### src/rtl/decim_avg.sv
// Boxcar decimator: averages every 2**LOG2N input samples into one output held in a small FIFO.
// Define DECIM_ROUND_EN to round half up instead of truncating the averaged result.
module decim_avg #(
    parameter int DW         = 8,
    parameter int LOG2N      = 2,
    parameter int FIFO_DEPTH = 4
) (
    input  logic                          clk,
    input  logic                          reset,
    input  logic                          in_valid,
    input  logic [DW-1:0]                 x,
    output logic                          out_valid,
    input  logic                          out_ready,
    output logic [DW-1:0]                 out_data,
    output logic [$clog2(FIFO_DEPTH):0]   fifo_count,
    output logic                          overflow
);

    localparam int AW = $clog2(FIFO_DEPTH);
    localparam int AccW = DW + LOG2N;

    logic [AccW-1:0]  acc;
    logic [LOG2N-1:0] cnt;
    logic             last;
    logic [DW-1:0]    result;

    logic [DW-1:0]    mem [FIFO_DEPTH];
    logic [AW-1:0]    wr_ptr;
    logic [AW-1:0]    rd_ptr;
    logic             full;
    logic             pop;
    logic             push_ok;

    assign last = in_valid && (cnt == '1);

`ifdef DECIM_ROUND_EN
    // One extra bit so adding N/2 to a full accumulator cannot wrap.
    logic [AccW:0] sum;
    assign sum    = {1'b0, acc} + {{(LOG2N + 1){1'b0}}, x} + (AccW + 1)'(2 ** (LOG2N - 1));
    assign result = DW'(sum >> LOG2N);
`else
    logic [AccW-1:0] sum;
    assign sum    = acc + {{LOG2N{1'b0}}, x};
    assign result = DW'(sum >> LOG2N);
`endif

    always_ff @(posedge clk or negedge reset) begin
        if (!reset) begin
            acc <= '0;
            cnt <= '0;
        end else if (in_valid) begin
            if (last) begin
                acc <= '0;
                cnt <= '0;
            end else begin
                acc <= acc + {{LOG2N{1'b0}}, x};
                cnt <= cnt + 1'b1;
            end
        end
    end

    assign full      = (fifo_count == (AW + 1)'(FIFO_DEPTH));
    assign out_valid = (fifo_count != '0);
    assign pop       = out_valid && out_ready;
    // A pop in the same cycle frees the slot, so a push into a full FIFO is still accepted.
    assign push_ok   = last && (!full || pop);
    assign out_data  = mem[rd_ptr];

    always_ff @(posedge clk or negedge reset) begin
        if (!reset) begin
            for (int i = 0; i < FIFO_DEPTH; i++) begin
                mem[i] <= '0;
            end
            wr_ptr     <= '0;
            rd_ptr     <= '0;
            fifo_count <= '0;
            overflow   <= 1'b0;
        end else begin
            if (push_ok) begin
                mem[wr_ptr] <= result;
                wr_ptr      <= wr_ptr + 1'b1;
            end
            if (pop) begin
                rd_ptr <= rd_ptr + 1'b1;
            end
            if (push_ok && !pop) begin
                fifo_count <= fifo_count + 1'b1;
            end else if (pop && !push_ok) begin
                fifo_count <= fifo_count - 1'b1;
            end
            if (last && !push_ok) begin
                overflow <= 1'b1;
            end
        end
    end

endmodule

### config.mk
export PLATFORM = sky130hd
export DESIGN_NAME = decim_avg
export DESIGN_NICKNAME = d
export VERILOG_FILES = /design/src/rtl/decim_avg.sv
export SDC_FILE = /design/constraint.sdc
export NUM_CORES = 1
export LEC_CHECK = 0
export ABC_AREA = 0
export CAP_MARGIN = 20
export CORE_ASPECT_RATIO = 1.25
export CORE_MARGIN = 2
export CORE_UTILIZATION = 56
export CTS_CLUSTER_SIZE = 14
export DETAILED_ROUTE_END_ITERATION = 6
export DONT_BUFFER_PORTS = 1
export PLACE_DENSITY = 0.78
export SLEW_MARGIN = 40
export SYNTH_ARGS = -nofsm -noshare
export SYNTH_HDL_FRONTEND = slang
export SYNTH_SLANG_ARGS = --single-unit
### constraint.sdc
create_clock -name clk -period 5.57 [get_ports clk]
set_clock_uncertainty 0.05 [all_clocks]
set_input_delay 0.8355 -clock clk [delete_from_list [all_inputs] [get_ports clk]]
set_output_delay 0.8355 -clock clk [all_outputs]
set_load 0.05 [all_outputs]
==> out/qor.csv <==
metric,value,unit
viasPerCell,6.06,
antenna_cells,0,
drcViolationCount,0,
ctsHoldBuffers,0,
ctsRootBufferMaster,clkbuf_8,
nFillCells,380,
ys_seq_elements,52,
status,completed,
crit_cells,8,
cp-startpoint,fifo_count[0],
r2r_end,fifo_count[2],
cts_tree,yes,
syn_nets,252,
synth_cell_types,44,
hp-class,in -> async,
area_delta_synth_final,4.42,%
portBuffers,0,
wl_per_cell,18.1,µm
slowest_stage,or3_2,
rsz0062_at_grt,false,
setup_viol,0,
ctsResizeCount,0,
comb_power_share,47.7,%
clockBufferDepth,2,
start_util,58.1,%
ff2ff_setup_slack,2860,ps
antenna_found_initial,0,
cp-end-kind,flop,
die_h,82.3,µm
slowest_delay,750,ps
gp_congestion,0.831,
p_switching,0.880,mW
p_total,1.94,mW
finalMaxSlewViolations,0,
period_share,48.6,%
grt_start_max_net_pins,53,
cts_sinks,52,
syn_area,2750,µm²
finalHoldViolCount,0,
synth_edf_count,0,
cp_num_buf_inv,1,
dp_hpwl,3.71,mm
start_kind,flop,
die_area,5490,µm²
async_flop_share,100,%
ir_worst_vdd,415,µV
coreArea,4730,µm²
grt_first_pass_wirelength,8.58,mm
crit_chain,or3_2 > nand2_1 > ha_1 > inv_1 > fa_1 > xor2_1 > nor2_1 > xor2_1,
io_pins,25,
timing.final.crit_period,2710,ps
clk_pin_slew,90,ps
final_nets,249,
sequentialPowerShare,38.9,%
crit_required,5750,ps
cpMostUsedCell,xor2_1,
syn_inst,224,
max_cap_viol_count,0,
layout-drive-gt1-share,18.0,%
grt_usage,21.3,%
ant_nets,0,
synth_flop_cell,dfrtp_1,
clock_latency,300,ps
tightest_slew,618,ps
timing.fmax,0.369,GHz
p_leak,1.27,nW
totalWireLength,5.10,mm
layout_common_cells,"dfrtp_1 (52), nand2_1 (24), mux2_2 (17), ha_1 (14), o31ai_1 (12)",
p_sw_share,45.5,%
hold_slack,161,ps
r2r-start,fifo_count[0],
firstDrtPassIters,4,
relSlewSlack,58.7,%
fin_tns_setup,0,ps
drt_iter0_drc,112,
rows,28,
postCtsSetupRepairBufs,0,
endpoint,fifo_count[2],
cts_buffers,5,
yosysWarnings,0,
overflow,0,
ys_seq_area_share,47.3,%
ff2ff_path_depth,8,
internal_power,1.06,mW
powerDensity,674,nW/µm²
crit_type,reg -> reg,
crit_fanout,5,
arrival,2890,ps
via_count,1708,
htree_levels,2,
clockPowerShare,13.4,%
crit_family,simple AND/OR/NAND/NOR gates,
syn_area_per_cell,12.3,µm²
grt_pass1_vias,1746,
final_common_cell,dfrtp_1,
die_w,66.7,µm
[final cells by class]
type	count	area, µm²	area share, %
flip-flops and latches	52	1300	45.3
clock inverters	2	38.8	1.35
inverters	7	26.3	0.915
multi-input cells	155	1360	47.3
well taps	60	75.1	2.62
clock buffers	6	72.6	2.53
[how the worst min path moves through the flow]
stage,from,endpoint,slack [ps],cells past startpoint
after global routing,reset,mem[1],140,0
after global placement,mem[12],mem[12],410,2
final,reset,mem[1],160,0
after CTS,reset,fifo_count[0],160,0
after detailed placement,mem[6],mem[6],420,2
after floorplan,mem[24],mem[24],390,2
[registers in the layout, summed over array words and instances (netlist names)]
name,cells
wr_ptr,2
rd_ptr,2
mem,32
cnt,2
overflow,1
fifo_count,3
acc,10
[metrics by stage]
| stage | setup WS [ps] | cell area [µm²] | util [%] | cells |
|---|---|---|---|---|
| 6_report | 2860 | 2870 | 60.7 | 282 |
| 3_3_place_gp | 2890 | 2760 | 58.3 | 274 |
| 4_1_cts | 2820 | 2870 | 60.7 | 282 |
| 5_1_grt | 2750 | 2870 | 60.7 | 282 |
| 2_1_floorplan | 2850 | 2750 | - | 224 |
| 3_5_place_dp | 2830 | 2760 | 58.3 | 274 |
[Yosys cell counts, drive strengths merged, types with 2 or more instances]
master / instances / area share (%)
buf: 7 / 2.0
nand4: 2 / 0.46
o211ai: 2 / 0.55
o22ai: 2 / 0.46
clkbuf: 3 / 0.41
nand2b: 2 / 0.46
fa: 2 / 1.5
dfrtp: 52 / 47
mux2: 21 / 9.1
and2: 2 / 0.46
ha: 14 / 6.4
o21a: 2 / 0.55
a211oi: 4 / 1.1
o31ai: 12 / 3.3
xor2: 4 / 1.3
o21ai: 4 / 0.73
nor3: 3 / 0.55
nand3: 5 / 0.91
a22o: 6 / 1.9
inv: 7 / 0.96
a21oi: 7 / 1.3
a21boi: 2 / 0.55
mux4: 8 / 6.6
o311ai: 2 / 0.64
nor2: 6 / 0.82
nand2: 24 / 3.3
or4b: 3 / 1.2
xnor2: 6 / 1.9
[cells by family after synthesis]
| group | synth area share (%) |
|---|---|
| compound gates | 13.1 |
| simple gates | 9.15 |
| fa+ha+maj | 7.83 |
| flops | 47.3 |
| mux | 16.1 |
| xor+xnor | 3.19 |
| buf+inv | 3.32 |
[layer usage]
layer,share of wire (%),GRT usage (%),up-vias,wire length [µm]
met5,0,0,-,0
met4,1.7,6.94,0,86
met3,4.0,5.01,6,203
met2,51,35.9,31,2610
met1,43,27.1,846,2190
li1,-,-,825,-
[worst reg2reg max path: stages, from the launching register on]
cell     delay, ps
dfrtp_1        620
or3_2          750
nand2_1        180
ha_1           200
inv_1           60
fa_1           370
xor2_1         150
nor2_1         120
xor2_1         150
[power groups by stage]
stage	combinational (mW)	sequential, mW	clock, mW
floorplan	0.831	0.690	0
global placement	0.903	0.751	0
detailed placement	0.927	0.760	0
CTS	0.929	0.753	0.265
global route	1.00	0.779	0.284
finish	0.924	0.753	0.259
(Power assumes the default switching activity.)
